### config.mk
export PLATFORM = sky130hd
export DESIGN_NAME = aes_loader
export DESIGN_NICKNAME = d
export VERILOG_FILES = /design/src/rtl/aes_pkg.sv /design/src/rtl/aes_loader.sv
export SDC_FILE = /design/constraint.sdc
export NUM_CORES = 1
export LEC_CHECK = 0
export ABC_AREA = 1
export CORE_ASPECT_RATIO = 1.2
export CORE_MARGIN = 5
export CORE_UTILIZATION = 35
export CTS_CLUSTER_SIZE = 40
export DETAILED_ROUTE_END_ITERATION = 6
export PLACE_DENSITY = 0.67
export SLEW_MARGIN = 0
export SYNTH_ARGS = -nofsm -noshare
export SYNTH_HDL_FRONTEND = slang
export SYNTH_SLANG_ARGS = --single-unit
### constraint.sdc
create_clock -name clk_in -period 2.2 [get_ports clk_in]
set_input_delay 0.55 -clock clk_in [delete_from_list [all_inputs] [get_ports clk_in]]
set_output_delay 0.55 -clock clk_in [all_outputs]
set_load 0.02 [all_outputs]
### src/rtl/aes_pkg.sv
`default_nettype none
// +--------------------------------------------------------------------------+
// | Module      : aes_pkg                                                    |
// | Description : Shared constants for the AES scratch-memory subsystem:     |
// |               control-register bit positions, mode encodings, scratch    |
// |               RAM layout (input/result bases, depth) and the             |
// |               end-of-input sentinel word.                                |
// | Revision    : 1.0 - initial release                                      |
// +--------------------------------------------------------------------------+
package aes_pkg;

  // AES control register layout
  localparam int unsigned AES_CTRL_W    = 3;
  localparam int unsigned AES_CTRL_ENC  = 0;
  localparam int unsigned AES_CTRL_DEC  = 1;
  localparam int unsigned AES_CTRL_INIT = 2;

  // mode_in encodings
  localparam logic ENCRYPT = 1'b1;
  localparam logic DECRYPT = 1'b0;

  // Scratch RAM layout
  localparam int unsigned AES_SCRATCH_DEPTH = 1024;
  localparam int unsigned AES_IN_BASE       = 0;
  localparam int unsigned AES_OUT_BASE      = 257;
  localparam logic [31:0] AES_SENTINEL      = 32'hDEADBEEF;

  // Control word that starts the engine in the requested direction.
  function automatic logic [AES_CTRL_W-1:0] aes_ctrl_word(input logic mode);
    logic [AES_CTRL_W-1:0] w;
    w                = '0;
    w[AES_CTRL_INIT] = 1'b1;
    w[AES_CTRL_ENC]  = (mode == ENCRYPT);
    w[AES_CTRL_DEC]  = (mode == DECRYPT);
    return w;
  endfunction

endpackage : aes_pkg
`default_nettype wire

### src/rtl/aes_loader.sv
`default_nettype none
// +--------------------------------------------------------------------------+
// | Module      : aes_loader                                                 |
// | Description : Host-side sequencer for the AES scratch RAM. Streams input |
// |               words into the input region, zero-pads to a multiple of 4, |
// |               appends the sentinel, kicks the engine, waits for          |
// |               completion and streams the result region back out.         |
// | Ports       : clk_in/rst_in      clock, sync active-high reset           |
// |               start_in/mode_in   job start, 1=encrypt 0=decrypt          |
// |               s_*                input word stream (valid/ready)         |
// |               mem_*              scratch RAM port (write + read)         |
// |               aes_ctrl_out       {init, decrypt, encrypt}                |
// |               aes_complete_in    engine writeback finished               |
// |               m_*                result word stream (valid/ready)        |
// |               busy/done/error    job status                              |
// | Revision    : 1.0 - initial release                                      |
// +--------------------------------------------------------------------------+
module aes_loader
  import aes_pkg::*;
#(
  parameter int unsigned ADDR_W    = 10,
  parameter int unsigned IN_BASE   = AES_IN_BASE,
  parameter int unsigned OUT_BASE  = AES_OUT_BASE,
  parameter int unsigned MAX_WORDS = 256,
  parameter logic [31:0] SENTINEL  = AES_SENTINEL,
  parameter int unsigned RD_LAT    = 2
) (
  input  logic                  clk_in,
  input  logic                  rst_in,
  input  logic                  start_in,
  input  logic                  mode_in,
  input  logic [31:0]           s_data_in,
  input  logic                  s_valid_in,
  input  logic                  s_last_in,
  output logic                  s_ready_out,
  output logic [3:0]            mem_we_out,
  output logic [ADDR_W-1:0]     mem_addr_out,
  output logic [31:0]           mem_data_out,
  input  logic [31:0]           mem_data_in,
  output logic [AES_CTRL_W-1:0] aes_ctrl_out,
  input  logic                  aes_complete_in,
  output logic [31:0]           m_data_out,
  output logic                  m_valid_out,
  output logic                  m_last_out,
  input  logic                  m_ready_in,
  output logic                  busy_out,
  output logic                  done_out,
  output logic                  error_out
);

  localparam int unsigned CNT_W = ADDR_W + 1;
  localparam int unsigned LAT_W = (RD_LAT > 1) ? $clog2(RD_LAT) : 1;

  typedef enum logic [3:0] {
    ST_IDLE     = 4'd0,
    ST_LOAD     = 4'd1,
    ST_PAD      = 4'd2,
    ST_TERM     = 4'd3,
    ST_KICK     = 4'd4,
    ST_WAIT     = 4'd5,
    ST_RD_ISSUE = 4'd6,
    ST_RD_WAIT  = 4'd7,
    ST_RD_HOLD  = 4'd8,
    ST_FINISH   = 4'd9
  } state_t;

  state_t                state_q, state_d;
  logic                  mode_q, mode_d;
  logic [CNT_W-1:0]      wcnt_q, wcnt_d;
  logic [CNT_W-1:0]      rcnt_q, rcnt_d;
  logic [LAT_W-1:0]      lat_q, lat_d;
  logic                  s_ready_q, s_ready_d;
  logic [3:0]            mem_we_q, mem_we_d;
  logic [ADDR_W-1:0]     mem_addr_q, mem_addr_d;
  logic [31:0]           mem_data_q, mem_data_d;
  logic [AES_CTRL_W-1:0] aes_ctrl_q, aes_ctrl_d;
  logic [31:0]           m_data_q, m_data_d;
  logic                  m_valid_q, m_valid_d;
  logic                  m_last_q, m_last_d;
  logic                  busy_q, busy_d;
  logic                  done_q, done_d;
  logic                  error_q, error_d;

  logic [CNT_W-1:0]  wcnt_inc;
  logic [CNT_W-1:0]  rcnt_inc;
  logic [ADDR_W-1:0] in_addr;
  logic              s_hs;

  assign wcnt_inc = wcnt_q + CNT_W'(1);
  assign rcnt_inc = rcnt_q + CNT_W'(1);
  // wcnt never exceeds MAX_WORDS, so the truncation to ADDR_W is lossless.
  assign in_addr  = ADDR_W'(IN_BASE) + wcnt_q[ADDR_W-1:0];
  assign s_hs     = s_ready_q & s_valid_in;

  always_comb begin
    state_d    = state_q;
    mode_d     = mode_q;
    wcnt_d     = wcnt_q;
    rcnt_d     = rcnt_q;
    lat_d      = lat_q;
    s_ready_d  = 1'b0;
    mem_we_d   = 4'h0;
    mem_addr_d = mem_addr_q;
    mem_data_d = mem_data_q;
    aes_ctrl_d = aes_ctrl_q;
    m_data_d   = m_data_q;
    m_valid_d  = m_valid_q;
    m_last_d   = m_last_q;
    done_d     = 1'b0;
    error_d    = 1'b0;

    unique case (state_q)
      ST_IDLE: begin
        if (start_in) begin
          mode_d    = mode_in;
          wcnt_d    = '0;
          s_ready_d = 1'b1;
          state_d   = ST_LOAD;
        end
      end

      ST_LOAD: begin
        s_ready_d = 1'b1;
        if (s_hs) begin
          mem_we_d   = 4'hF;
          mem_addr_d = in_addr;
          mem_data_d = s_data_in;
          wcnt_d     = wcnt_inc;
          if (s_last_in) begin
            s_ready_d = 1'b0;
            state_d   = (wcnt_inc[1:0] == 2'b00) ? ST_TERM : ST_PAD;
          end else if (wcnt_inc == CNT_W'(MAX_WORDS)) begin
            // No room left for the sentinel: abandon the job without kicking.
            s_ready_d = 1'b0;
            error_d   = 1'b1;
            state_d   = ST_IDLE;
          end
        end
      end

      ST_PAD: begin
        mem_we_d   = 4'hF;
        mem_addr_d = in_addr;
        mem_data_d = 32'h0;
        wcnt_d     = wcnt_inc;
        if (wcnt_inc[1:0] == 2'b00) begin
          state_d = ST_TERM;
        end
      end

      ST_TERM: begin
        mem_we_d   = 4'hF;
        mem_addr_d = in_addr;
        mem_data_d = SENTINEL;
        state_d    = ST_KICK;
      end

      ST_KICK: begin
        aes_ctrl_d = aes_ctrl_word(mode_q);
        rcnt_d     = '0;
        state_d    = ST_WAIT;
      end

      ST_WAIT: begin
        if (aes_complete_in) begin
          // Launch the first read address now so it is on the bus during RD_ISSUE.
          mem_addr_d = ADDR_W'(OUT_BASE) + rcnt_q[ADDR_W-1:0];
          state_d    = ST_RD_ISSUE;
        end
      end

      ST_RD_ISSUE: begin
        lat_d   = '0;
        state_d = ST_RD_WAIT;
      end

      ST_RD_WAIT: begin
        // Address was presented in RD_ISSUE; data is valid RD_LAT cycles later.
        if (lat_q == LAT_W'(RD_LAT - 1)) begin
          m_data_d  = mem_data_in;
          m_valid_d = 1'b1;
          m_last_d  = (rcnt_q == (wcnt_q - CNT_W'(1)));
          state_d   = ST_RD_HOLD;
        end else begin
          lat_d = lat_q + LAT_W'(1);
        end
      end

      ST_RD_HOLD: begin
        if (m_ready_in) begin
          m_valid_d = 1'b0;
          m_last_d  = 1'b0;
          rcnt_d    = rcnt_inc;
          if (m_last_q) begin
            // Dropping the control word clears the engine's internal counters.
            aes_ctrl_d = '0;
            state_d    = ST_FINISH;
          end else begin
            mem_addr_d = ADDR_W'(OUT_BASE) + rcnt_inc[ADDR_W-1:0];
            state_d    = ST_RD_ISSUE;
          end
        end
      end

      ST_FINISH: begin
        done_d  = 1'b1;
        state_d = ST_IDLE;
      end

      default: begin
        state_d = ST_IDLE;
      end
    endcase

    busy_d = (state_d != ST_IDLE);
  end

  always_ff @(posedge clk_in) begin
    if (rst_in) begin
      state_q    <= ST_IDLE;
      mode_q     <= 1'b0;
      wcnt_q     <= '0;
      rcnt_q     <= '0;
      lat_q      <= '0;
      s_ready_q  <= 1'b0;
      mem_we_q   <= 4'h0;
      mem_addr_q <= '0;
      mem_data_q <= 32'h0;
      aes_ctrl_q <= '0;
      m_data_q   <= 32'h0;
      m_valid_q  <= 1'b0;
      m_last_q   <= 1'b0;
      busy_q     <= 1'b0;
      done_q     <= 1'b0;
      error_q    <= 1'b0;
    end else begin
      state_q    <= state_d;
      mode_q     <= mode_d;
      wcnt_q     <= wcnt_d;
      rcnt_q     <= rcnt_d;
      lat_q      <= lat_d;
      s_ready_q  <= s_ready_d;
      mem_we_q   <= mem_we_d;
      mem_addr_q <= mem_addr_d;
      mem_data_q <= mem_data_d;
      aes_ctrl_q <= aes_ctrl_d;
      m_data_q   <= m_data_d;
      m_valid_q  <= m_valid_d;
      m_last_q   <= m_last_d;
      busy_q     <= busy_d;
      done_q     <= done_d;
      error_q    <= error_d;
    end
  end

  assign s_ready_out  = s_ready_q;
  assign mem_we_out   = mem_we_q;
  assign mem_addr_out = mem_addr_q;
  assign mem_data_out = mem_data_q;
  assign aes_ctrl_out = aes_ctrl_q;
  assign m_data_out   = m_data_q;
  assign m_valid_out  = m_valid_q;
  assign m_last_out   = m_last_q;
  assign busy_out     = busy_q;
  assign done_out     = done_q;
  assign error_out    = error_q;

endmodule : aes_loader
`default_nettype wire

==> results of run 1 <==
-- metal layers --
layer | track usage [%] | part of all wire, % | wire (µm) | vias up
met1 | 22.6 | 44 | 7140 | 2472
met2 | 28.8 | 48 | 7750 | 151
met5 | 0 | 0 | 0 | -
met4 | 5.48 | 1.8 | 294 | 0
met3 | 4.01 | 5.9 | 952 | 18
li1 | - | - | - | 2819
-- what timing repair did --
action / in CTS / in global routing
hold buffers: 0 / 0
resized for setup: 0 / 6
setup endpoints to repair: 0 / 8
buffers inserted: 0 / 0
-- layout make-up --
type	count	area [µm²]	area share, %
Clock inverter	6	101	1.31
Inverter	60	225	2.91
Timing Repair Buffer	187	1820	23.5
Multi-Input combinational cell	539	2850	36.9
Clock buffer	10	229	2.96
Sequential cell	112	2250	29.0
Tap cell	208	260	3.36
-- cell families after synthesis --
group           share of synthesized area (%)
compound gates                           16.3
xor+xnor                                 3.96
fa+ha+maj                                1.13
buf+inv                                  8.17
flops                                    40.5
simple gates                             29.9
-- worst max-delay path, stage by stage (launching register included) --
cell                       delay, ps
sky130_fd_sc_hd__dfxtp_2         410
sky130_fd_sc_hd__inv_2            70
sky130_fd_sc_hd__nand2_4         120
sky130_fd_sc_hd__nor2_8           40
sky130_fd_sc_hd__ha_1            300
sky130_fd_sc_hd__inv_1            80
sky130_fd_sc_hd__ha_1            220
sky130_fd_sc_hd__nand3b_4        100
sky130_fd_sc_hd__nor2_4          130
sky130_fd_sc_hd__nand2_2          70
sky130_fd_sc_hd__nor2_2           70
sky130_fd_sc_hd__nor2_1           40
sky130_fd_sc_hd__nand2_1          80
sky130_fd_sc_hd__nand2_1          60
sky130_fd_sc_hd__a21oi_2         100
-- cell usage after synthesis (3+ instances only) --
cell	instances
sky130_fd_sc_hd__nor2_2	8
sky130_fd_sc_hd__xor2_1	16
sky130_fd_sc_hd__clkbuf_1	26
sky130_fd_sc_hd__o21ai_1	6
sky130_fd_sc_hd__inv_1	45
sky130_fd_sc_hd__nand3_2	5
sky130_fd_sc_hd__xnor2_1	9
sky130_fd_sc_hd__dfxtp_1	112
sky130_fd_sc_hd__nor3_1	5
sky130_fd_sc_hd__nand2_1	149
sky130_fd_sc_hd__buf_4	5
sky130_fd_sc_hd__nand3b_1	3
sky130_fd_sc_hd__nand4_1	7
sky130_fd_sc_hd__a21oi_1	86
sky130_fd_sc_hd__buf_2	12
sky130_fd_sc_hd__o21ai_0	25
sky130_fd_sc_hd__ha_1	5
sky130_fd_sc_hd__a31oi_1	3
sky130_fd_sc_hd__a311oi_1	24
sky130_fd_sc_hd__nor2_4	3
sky130_fd_sc_hd__inv_2	15
sky130_fd_sc_hd__buf_1	3
sky130_fd_sc_hd__nand2_2	11
sky130_fd_sc_hd__nand3_1	73
sky130_fd_sc_hd__nor2_1	75
-- through the flow --
step	total power (µW)	util (%)	instance area [µm²]	hold slack (ps)
floorplan	2580	-	5530	430
global placement	2940	47.4	7390	434
detailed placement	2950	47.4	7390	452
CTS	4770	49.6	7720	463
global route	4940	49.7	7740	475
finish	4750	49.7	7740	461
-- power by group through the flow --
stage / Combinational, µW / Clock (µW) / Sequential [µW]
final: 750 / 1850 / 2150
after global routing: 818 / 1960 / 2160
after CTS: 751 / 1870 / 2150
after detailed placement: 748 / 0 / 2200
after global placement: 744 / 0 / 2200
after floorplan: 291 / 0 / 2280
-- flip-flops by register name, summed over array words and instances (netlist names) --
signal        count
m_data_out       32
mem_data_out     32
rcnt_q           11
wcnt_q           11
mem_addr_out     10
state_q           4
aes_ctrl_out      3
busy_out          1
done_out          1
error_out         1
lat_q             1
m_last_out        1
m_valid_out       1
mem_we_out        1
mode_q            1
s_ready_out       1
-- worst paths after layout --
path	start	endpoint	slack [ps]	depth (start not counted)
setup / recovery	state_q[0]	mem_addr_out[6]	220	14
hold / removal	mode_q	mode_q	460	2
setup reg to reg	state_q[0]	mem_addr_out[6]	220	14
hold reg to reg	mode_q	mode_q	460	2
==> metrics.log, run 1 <==
INFO  metric floorplan.io_pins = ~160
INFO  metric grtUsageTotal = ~17%
INFO  metric synth.lib_cells_used.distinct = between 40 and 50
INFO  metric crit_path_end_kind = register
INFO  metric syn_inst = 759
INFO  metric route.detailed.wl_per_inst = around 14 µm
INFO  metric layout_worst_path_cycle_share = about nine tenths
INFO  metric sw_frac_of_total = 26.4%
INFO  metric min_path_type = register to register
INFO  metric relSlewSlack = 70.0%
INFO  metric site_rows = 50
INFO  metric placement.setup.worst_slack = between 50 and 60 ps
INFO  metric grt_setup_unrepaired = no
INFO  metric power.share.clock = about 40%
INFO  metric post_synth_main_area_contributors = sky130_fd_sc_hd__dfxtp_1 41%, sky130_fd_sc_hd__nand2_1 10%, sky130_fd_sc_hd__a21oi_1 7.8%, sky130_fd_sc_hd__nand3_1 6.6%, sky130_fd_sc_hd__nor2_1 5.1%
INFO  metric critPathKind = register to register
INFO  metric synth_enable_flop_cells = 0
INFO  metric global_route_wire_length_before_repair = between 20 and 30 mm
INFO  metric detailedRoute.firstIterationViolations = between 300 and 400
INFO  metric htree_num_levels = 3
INFO  metric cap_viol_max_count = 0
INFO  metric final_estimated_routing_congestion_in_global_placement = between 0.8 and 0.9
INFO  metric power.density = 614 nW/µm²
INFO  metric postSynthRegisterBits = about 110
INFO  metric antenna_violating_nets_post_route = 0
INFO  metric first_global_vias = around 5,300
INFO  metric cts_tree = done
INFO  metric via_per_inst = 4.87
INFO  metric yosys_warnings = 0
INFO  metric finalNonFillerCells = 1,122
INFO  metric vias = ~5,500
INFO  metric drt-total-wl = 16.1 mm
INFO  metric hold_viol_final = 0
INFO  metric timing.setup.tns = 0 ps
INFO  metric grt_overflow_total = 0
INFO  metric fill_cells = 1,501
INFO  metric synth-async-reset-ratio = 0%
INFO  metric cts.root.buffer_cell = sky130_fd_sc_hd__clkbuf_16
INFO  metric mappedNetlistArea = between 5000 and 6000 µm²
INFO  metric pwr-share-comb = roughly 16%
INFO  metric setup-violations-final = 0
INFO  metric synth.top_cell.area_share = slightly above 40%
INFO  metric clkLatencyLatePin = 360 ps
INFO  metric synth_area_leader_cell = sky130_fd_sc_hd__dfxtp_1
INFO  metric cts_buffers = 9
INFO  metric crit_required = about 2500 ps
INFO  metric peakVddDrop = roughly 0.00044 V
INFO  metric drc = 0
INFO  metric antenna_cells_inserted = 0
INFO  metric critical_path_peak_fanout = 6
INFO  metric syn-mean-instance-area = approximately 7.3 µm²
INFO  metric drt-pass1-iter-count = 4
INFO  metric design.final.nets = a little under 1,000
INFO  metric cts.reportedPaths.clkPinSlew = roughly 80 ps
INFO  metric ys_dominant_reg_cell = sky130_fd_sc_hd__dfxtp_1
INFO  metric initial_utilization = 35.5%
INFO  metric syn-num-nets = ~840
INFO  metric dieWidth = between 100 and 150 µm
INFO  metric grt_max_degree = 43
INFO  metric placedCellCount = 1,106
INFO  metric seq_power_share = about 45%
INFO  metric final_common_cell = sky130_fd_sc_hd__clkdlybuf4s50_1
INFO  metric crit_arrival = between 2000 and 2500 ps
INFO  metric finalCriticalPeriod = 1980 ps
INFO  metric worst_slew_pin_slew = between 400 and 500 ps
INFO  metric peak_clock_frequency_supported_by_timing = between 500 and 600 MHz
INFO  metric antenna_found_initial = 0
INFO  metric run_status = completed
INFO  metric post-route-worst-setup-slack = 225 ps
INFO  metric post_route_cells_drive_above_1_share = a little under an eighth
INFO  metric final.setup_skew = approximately 8.9 ps
INFO  metric p_int = between 3000 and 4000 µW
INFO  metric numClockSinks = between 100 and 150
INFO  metric core_area = 15,600 µm²
INFO  metric most-common-layout-cells = 157 x sky130_fd_sc_hd__clkdlybuf4s50_1, 149 x sky130_fd_sc_hd__nand2_1, 108 x sky130_fd_sc_hd__dfxtp_1, 86 x sky130_fd_sc_hd__a21oi_1
INFO  metric hpwlAfterDp = roughly 12 mm
INFO  metric cellLeakagePower = 0.00294 µW
INFO  metric area_of_the_die = approximately 18,000 µm²
INFO  metric syn_to_final_growth = 39.9%
INFO  metric synth-seq-area-share = approximately 41%
INFO  metric worst_setup_path_start_kind = register
INFO  metric p_switching = roughly 1300 µW
INFO  metric numPortBuffers = 158
INFO  metric chipHeight = roughly 150 µm
INFO  metric timing.final.max_slew_violations = 0
INFO  metric max_root_sink_buffers = 2
Note: power is estimated with default switching activity, not from simulation.
==> inputs of run 2 (changes only) <==
--- a/config.mk
+++ b/config.mk
@@ -12,6 +12,7 @@
 export CTS_CLUSTER_SIZE = 40
 export DETAILED_ROUTE_END_ITERATION = 6
 export PLACE_DENSITY = 0.67
+export RECOVER_POWER = 50
 export SLEW_MARGIN = 0
 export SYNTH_ARGS = -nofsm -noshare
 export SYNTH_HDL_FRONTEND = slang
==> constraint.sdc (replaced) <==
create_clock -name clk_in -period 2.25 [get_ports clk_in]
set_input_delay 0.5625 -clock clk_in [delete_from_list [all_inputs] [get_ports clk_in]]
set_output_delay 0.5625 -clock clk_in [all_outputs]
set_load 0.02 [all_outputs]
==> run 2 against run 1 <==
- first-iteration DRC count rose by 5.0%
- maximum frequency fell by 2.9%
- sequential cell count is the same
- largest cell class unchanged
- worst hold slack better by 1.4 ps
- highest routed layer unchanged
==> metrics.log, run 2 (synthesis results as in run 1) <==
INFO  metric path_delay_family = simple AND/OR/NAND/NOR gates (unchanged)
INFO  metric worst_slew_pin_slew = 675 ps (was 450 ps)
INFO  metric core_area = 15,600 µm² (unchanged)
INFO  metric floorplan.io_pins = 159 (unchanged)
INFO  metric area_of_the_die = 18,400 µm² (unchanged)
INFO  metric most-common-layout-cells = 150 x sky130_fd_sc_hd__nand2_1, 124 x sky130_fd_sc_hd__clkdlybuf4s50_1, 110 x sky130_fd_sc_hd__dfxtp_1, 86 x sky130_fd_sc_hd__a21oi_1, 77 x sky130_fd_sc_hd__nor2_1 (was 157 x sky130_fd_sc_hd__clkdlybuf4s50_1, 149 x sky130_fd_sc_hd__nand2_1, 108 x sky130_fd_sc_hd__dfxtp_1, 86 x sky130_fd_sc_hd__a21oi_1)
INFO  metric site_rows = 50 (unchanged)
INFO  metric cellLeakagePower = 0.00298 µW (was 0.00294 µW)
INFO  metric vias = 5,389 (was 5,460)
INFO  metric final_common_cell = sky130_fd_sc_hd__nand2_1 (was sky130_fd_sc_hd__clkdlybuf4s50_1)
INFO  metric numPortBuffers = 158 (unchanged)
INFO  metric route.detailed.wl_per_inst = 14.3 µm (was 14.4 µm)
INFO  metric setup.worst_path.start = state_q[1] (was state_q[0])
INFO  metric sw_frac_of_total = 26.8% (was 26.4%)
INFO  metric syn_to_final_growth = 37.7% (was 39.9%)
INFO  metric grt_max_degree = 39 (was 43)
INFO  metric critical_path_peak_fanout = 6 (unchanged)
INFO  metric crit_path_cell_trace = inv_2, nand2_4, nor2_8, ha_1, inv_1, ha_1, nand3b_4, nor2_4, nand2_2, nor2_2, nor2_1, nand2_1, nand2_1, a21oi_2 (unchanged)
INFO  metric power.density = 564 nW/µm² (was 614 nW/µm²)
INFO  metric grtUsageTotal = 17.3% (was 17.4%)
INFO  metric global_route_wire_length_before_repair = 26.5 mm (about the same)
INFO  metric drt-total-wl = 16.0 mm (was 16.1 mm)
INFO  metric crit_arrival = 2320 ps (was 2270 ps)
INFO  metric setup-violations-final = 0 (unchanged)
INFO  metric antenna_violating_nets_post_route = 0 (unchanged)
INFO  metric regArea = 2240 µm² (was 2250 µm²)
INFO  metric chipHeight = 148 µm (unchanged)
INFO  metric worst_setup_path_start_kind = register (unchanged)
INFO  metric peakVddDrop = 0.000414 V (was 0.000436 V)
INFO  metric hold_path_startpoint = m_data_out[1] (was mode_q)
INFO  metric grt_setup_unrepaired = no (unchanged)
INFO  metric crit_path_end_kind = register (unchanged)
INFO  metric antenna_cells_inserted = 0 (unchanged)
INFO  metric design.final.nets = 985 (was 986)
INFO  metric cts_tree = done (unchanged)
INFO  metric clkLatencyLatePin = 350 ps (was 360 ps)
INFO  metric power.share.clock = 34.7% (was 38.9%)
INFO  metric cts.reportedPaths.clkPinSlew = 80 ps (about the same)
INFO  metric htree_num_levels = 3 (unchanged)
INFO  metric peak_clock_frequency_supported_by_timing = 492 MHz (was 506 MHz)
INFO  metric post_route_cells_drive_above_1_share = 9.77% (was 11.6%)
INFO  metric numClockSinks = 112 (unchanged)
INFO  metric p_switching = 1150 µW (was 1250 µW)
INFO  metric crit_required = 2530 ps (was 2500 ps)
INFO  metric fill_cells = 1,556 (was 1,501)
INFO  metric critPathKind = register to register (unchanged)
INFO  metric max_root_sink_buffers = 2 (unchanged)
INFO  metric layout_worst_path_cycle_share = 90.4% (was 89.8%)
INFO  metric detailedRoute.firstIterationViolations = 318 (was 303)
INFO  metric grt_overflow_total = 0 (unchanged)
INFO  metric timing.final.max_slew_violations = 0 (unchanged)
INFO  metric hold_viol_final = 0 (unchanged)
INFO  metric initial_utilization = 35.5% (unchanged)
INFO  metric antenna_found_initial = 0 (unchanged)
INFO  metric drc = 0 (unchanged)
INFO  metric p_int = 3140 µW (was 3490 µW)
INFO  metric drt-pass1-iter-count = 6 (was 4)
INFO  metric first_global_vias = 5,265 (was 5,251)
INFO  metric cap_viol_max_count = 0 (unchanged)
INFO  metric final.setup_skew = 11.3 ps (was 8.88 ps)
INFO  metric cts.root.buffer_cell = sky130_fd_sc_hd__clkbuf_16 (unchanged)
INFO  metric seq_power_share = 48.9% (was 45.3%)
INFO  metric via_per_inst = 4.82 (was 4.87)
INFO  metric worstReg2RegStart = state_q[1] (was state_q[0])
INFO  metric hpwlAfterDp = 11.9 mm (about the same)
INFO  metric multi_input_comb_area = 2830 µm² (was 2850 µm²)
INFO  metric final_estimated_routing_congestion_in_global_placement = 0.820 (was 0.840)
INFO  metric finalCriticalPeriod = 2030 ps (was 1980 ps)
INFO  metric min_path_type = register to register (unchanged)
INFO  metric dieWidth = 125 µm (unchanged)
INFO  metric cts_hold_buffers = 0 (unchanged)
INFO  metric timing.setup.tns = 0 ps (unchanged)
INFO  metric delay_of_the_slowest_cell_on_the_worst_path = 450 ps (was 410 ps)
INFO  metric crit_slowest_cell = sky130_fd_sc_hd__dfxtp_1 (was sky130_fd_sc_hd__dfxtp_2)
INFO  metric relSlewSlack = 55.0% (was 70.0%)
INFO  metric run_status = completed (unchanged)
INFO  metric fin_total_pwr = 4290 µW (was 4750 µW)
INFO  metric pwr-share-comb = 16.3% (was 15.8%)
INFO  metric cts_buffers = 9 (unchanged)
INFO  metric critical_path_buf_inv_count = 2 (unchanged)
==> run 2: final timing paths <==
check                     to  slack, ps  cells after the start
max          mem_addr_out[6]        220                     14
min            m_data_out[1]        460                      2
max reg2reg  mem_addr_out[6]        220                     14
min reg2reg    m_data_out[1]        460                      2
==> run 2: stage by stage <==
step / area (µm²) / util, % / setup slack, ps / hold slack (ps) / std cells
floorplan: 5530 / - / 266 / 430 / 759
global placement: 7370 / 47.3 / 86.2 / 434 / 1105
detailed placement: 7370 / 47.3 / 81.0 / 452 / 1105
CTS: 7640 / 49.0 / 172 / 464 / 1119
global route: 7610 / 48.9 / 12.8 / 478 / 1119
finish: 7610 / 48.9 / 216 / 462 / 1119
==> run 2: layout make-up <==
| class | count | area share, % |
|---|---|---|
| clock buffer | 9 | 2.96 |
| clock inverter | 5 | 0.542 |
| inverter | 60 | 2.96 |
| multi-input combinational | 539 | 37.2 |
| sequential | 112 | 29.5 |
| tap | 208 | 3.42 |
| timing repair buffer | 186 | 23.5 |
==> run 2: layer usage <==
metal	global-route usage [%]	vias up	wire length [µm]	share of wire, %
met1	21.9	2442	7260	45
met2	29.6	122	7830	49
met5	0	-	0	0
li1	-	2814	-	-
met3	3.47	11	762	4.7
met4	5.43	0	191	1.2
==> run 2: power by group through the flow <==
stage / clock network, µW / logic, µW / registers, µW
3_5_place_dp: 0 / 727 / 2150
6_report: 1490 / 701 / 2100
5_1_grt: 1630 / 767 / 2110
4_1_cts: 1540 / 729 / 2100
3_3_place_gp: 0 / 723 / 2150
2_1_floorplan: 0 / 285 / 2230
==> run 2: what timing repair did <==
action	CTS	global route
gates resized for setup	0	2
endpoints found under the setup margin	0	1
buffers inserted	0	0
==> run 2: worst min-delay path: stages (launching register included) <==
cell and delay, ps:
sky130_fd_sc_hd__dfxtp_1 310, sky130_fd_sc_hd__nand2_1 50, sky130_fd_sc_hd__a21oi_1 50
==> inputs of run 3 (changes only) <==
--- a/config.mk
+++ b/config.mk
@@ -12,7 +12,8 @@
 export CTS_CLUSTER_SIZE = 40
 export DETAILED_ROUTE_END_ITERATION = 6
 export PLACE_DENSITY = 0.67
-export RECOVER_POWER = 50
+export RECOVER_POWER = 100
+export REMOVE_ABC_BUFFERS = 1
 export SLEW_MARGIN = 0
 export SYNTH_ARGS = -nofsm -noshare
 export SYNTH_HDL_FRONTEND = slang
==> run 3 against run 2 <==
- register-to-register slack about the same
- sequential power about the same
- maximum frequency decreased by 0.70%
- utilization about the same
- non-clock buffer count decreased by 2
- routed wire length increased by 0.42%
- largest power group unchanged
- critical path type unchanged
- sequential share of layout area about the same
- critical path depth decreased by 4
- clock power increased by 8%
- global-route usage decreased by 0.38 points
==> metrics.log, run 3 (synthesis results as in run 1) <==
INFO  metric sw_frac_of_total = 26.1% (was 26.8%)
INFO  metric detailedRoute.firstIterationViolations = 356 (was 318)
INFO  metric peakVddDrop = 0.000291 V (was 0.000414 V)
INFO  metric timing.final.max_slew_violations = 0 (unchanged)
INFO  metric global_route_wire_length_before_repair = 25.9 mm (was 26.5 mm)
INFO  metric relSlewSlack = 67.6% (was 55.0%)
INFO  metric area_of_the_die = 18,400 µm² (unchanged)
INFO  metric crit_required = 2480 ps (was 2530 ps)
INFO  metric critical_path_peak_fanout = 12 (was 6)
INFO  metric fill_cells = 1,565 (was 1,556)
INFO  metric placedCellCount = 1,103 (was 1,105)
INFO  metric r2r_setup_slack = 200 ps (was 220 ps)
INFO  metric p_int = 3260 µW (was 3140 µW)
INFO  metric floorplan.io_pins = 159 (unchanged)
INFO  metric cts_tree = done (unchanged)
INFO  metric chipHeight = 148 µm (unchanged)
INFO  metric clkLatencyLatePin = 350 ps (about the same)
INFO  metric route.detailed.wl_per_inst = 14.4 µm (was 14.3 µm)
INFO  metric vias = 5,470 (was 5,389)
INFO  metric min_path_type = register to register (unchanged)
INFO  metric crit_arrival = 2280 ps (was 2320 ps)
INFO  metric dieWidth = 125 µm (unchanged)
INFO  metric htree_num_levels = 3 (unchanged)
INFO  metric site_rows = 50 (unchanged)
INFO  metric p_switching = 1150 µW (about the same)
INFO  metric max_root_sink_buffers = 2 (unchanged)
INFO  metric numClockSinks = 112 (unchanged)
INFO  metric worstReg2RegStart = state_q[2] (was state_q[1])
INFO  metric cellLeakagePower = 0.00316 µW (was 0.00298 µW)
INFO  metric layout_worst_path_cycle_share = 91.0% (was 90.4%)
INFO  metric grt_overflow_total = 0 (unchanged)
INFO  metric design.final.nets = 983 (was 985)
INFO  metric pwr-share-comb = 15.7% (was 16.3%)
INFO  metric setup.worst_path.start = state_q[2] (was state_q[1])
INFO  metric drc = 0 (unchanged)
INFO  metric final.setup_skew = 7.94 ps (was 11.3 ps)
INFO  metric power.density = 579 nW/µm² (was 564 nW/µm²)
INFO  metric most-common-layout-cells = 151 x sky130_fd_sc_hd__nand2_1, 111 x sky130_fd_sc_hd__dfxtp_1, 87 x sky130_fd_sc_hd__dlygate4sd3_1, 86 x sky130_fd_sc_hd__a21oi_1, 77 x sky130_fd_sc_hd__nor2_1 (was 150 x sky130_fd_sc_hd__nand2_1, 124 x sky130_fd_sc_hd__clkdlybuf4s50_1, 110 x sky130_fd_sc_hd__dfxtp_1, 86 x sky130_fd_sc_hd__a21oi_1, 77 x sky130_fd_sc_hd__nor2_1)
INFO  metric timing.setup.tns = 0 ps (unchanged)
INFO  metric cap_viol_max_count = 0 (unchanged)
INFO  metric worst_setup_path_start_kind = register (unchanged)
INFO  metric grtUsageTotal = 16.9% (was 17.3%)
INFO  metric numPortBuffers = 158 (unchanged)
INFO  metric finalNonFillerCells = 1,119 (unchanged)
INFO  metric initial_utilization = 35.5% (unchanged)
INFO  metric antenna_found_initial = 0 (unchanged)
INFO  metric hold_viol_final = 0 (unchanged)
INFO  metric cts.reportedPaths.clkPinSlew = 70 ps (was 80 ps)
INFO  metric cts.root.buffer_cell = sky130_fd_sc_hd__clkbuf_16 (unchanged)
INFO  metric seq_power_share = 47.7% (was 48.9%)
INFO  metric grt_max_degree = 49 (was 39)
INFO  metric peak_clock_frequency_supported_by_timing = 488 MHz (was 492 MHz)
INFO  metric post-route-worst-setup-slack = 202 ps (was 216 ps)
INFO  metric worst_slew_pin_slew = 486 ps (was 675 ps)
INFO  metric power.share.clock = 36.6% (was 34.7%)
INFO  metric placement.setup.worst_slack = 105 ps (was 81.0 ps)
INFO  metric final_estimated_routing_congestion_in_global_placement = 0.920 (was 0.820)
INFO  metric antenna_cells_inserted = 0 (unchanged)
INFO  metric cts_buffers = 9 (unchanged)
INFO  metric setup-violations-final = 0 (unchanged)
INFO  metric via_per_inst = 4.89 (was 4.82)
INFO  metric hpwlAfterDp = 12.0 mm (was 11.9 mm)
INFO  metric run_status = completed (unchanged)
INFO  metric hold_path_startpoint = mode_q (was m_data_out[1])
INFO  metric crit_path_end_kind = register (unchanged)
INFO  metric regArea = 2240 µm² (about the same)
INFO  metric grt_setup_unrepaired = no (unchanged)
INFO  metric critPathKind = register to register (unchanged)
INFO  metric first_global_vias = 5,018 (was 5,265)
INFO  metric drt-total-wl = 16.1 mm (was 16.0 mm)
INFO  metric final_common_cell = sky130_fd_sc_hd__nand2_1 (unchanged)
INFO  metric antenna_violating_nets_post_route = 0 (unchanged)
INFO  metric multi_input_comb_area = 2810 µm² (was 2830 µm²)
INFO  metric post_route_cells_drive_above_1_share = 9.77% (unchanged)
INFO  metric post_cts.repair.setup_buffers = 0 (unchanged)
INFO  metric finalCriticalPeriod = 2050 ps (was 2030 ps)
INFO  metric core_area = 15,600 µm² (unchanged)
INFO  metric syn_to_final_growth = 37.6% (was 37.7%)
INFO  metric drt-pass1-iter-count = 5 (was 6)
run 3: cell types whose count changed in the layout (fill, tap and decap cells not counted), moves of 2 or more:
cell                              change
sky130_fd_sc_hd__inv_1                -3
sky130_fd_sc_hd__inv_2                +4
sky130_fd_sc_hd__buf_4                -3
sky130_fd_sc_hd__dlygate4sd3_1       +54
sky130_fd_sc_hd__clkbuf_1             +2
sky130_fd_sc_hd__clkdlybuf4s50_1     -54
run 3: stage by stage:
step	area, µm²	power, µW	util (%)	hold WS (ps)
2_1_floorplan	5300	2480	-	432
3_3_place_gp	7360	2880	47.2	444
3_5_place_dp	7360	2880	47.2	447
4_1_cts	7650	4500	49.1	460
5_1_grt	7610	4600	48.9	473
6_report	7610	4400	48.9	454
run 3: worst max-delay path: stages, from the launching register on:
cell                       delay [ps]
sky130_fd_sc_hd__dfxtp_1          440
sky130_fd_sc_hd__inv_2             70
sky130_fd_sc_hd__nor2_2           150
sky130_fd_sc_hd__inv_1            130
sky130_fd_sc_hd__nor2_1           150
sky130_fd_sc_hd__clkbuf_1         190
sky130_fd_sc_hd__inv_2             70
sky130_fd_sc_hd__nand2_1          330
sky130_fd_sc_hd__inv_1            170
sky130_fd_sc_hd__o21ai_0          180
sky130_fd_sc_hd__a21oi_1           60
run 3: what timing repair did:
| action | 4_1_cts | 5_1_grt |
|---|---|---|
| endpoints found under the setup margin | 0 | 3 |
| hold buffers | 0 | 0 |
| gates resized for setup | 0 | 3 |
run 3: layer usage:
metal | global-route usage, % | vias up | share of wire, %
met5 | 0 | - | 0
met4 | 5.87 | 0 | 2.1
met3 | 2.71 | 27 | 4.6
met2 | 29.8 | 155 | 50
met1 | 20.9 | 2474 | 44
li1 | - | 2814 | -
run 3: layout make-up:
class | count | area share [%]
flip-flops and latches | 112 | 29.5
repair buffers | 184 | 23.3
multi-input cells | 539 | 37.0
inverters | 60 | 2.96
well taps | 208 | 3.42
clock inverters | 6 | 0.871
clock buffers | 10 | 3.01
run 3: path summary, 6_finish.rpt:
check                            endpoint  depth (start not counted)
worst min register to register     mode_q                          2
worst max register to register  rcnt_q[0]                         10
worst min-delay path               mode_q                          2
worst max-delay path            rcnt_q[0]                         10
run 3: power by group through the flow:
stage	sequential, µW	clock [µW]	combinational, µW
3_5_place_dp	2150	0	735
2_1_floorplan	2240	0	243
3_3_place_gp	2150	0	731
5_1_grt	2110	1730	759
4_1_cts	2100	1660	739
6_report	2100	1610	693
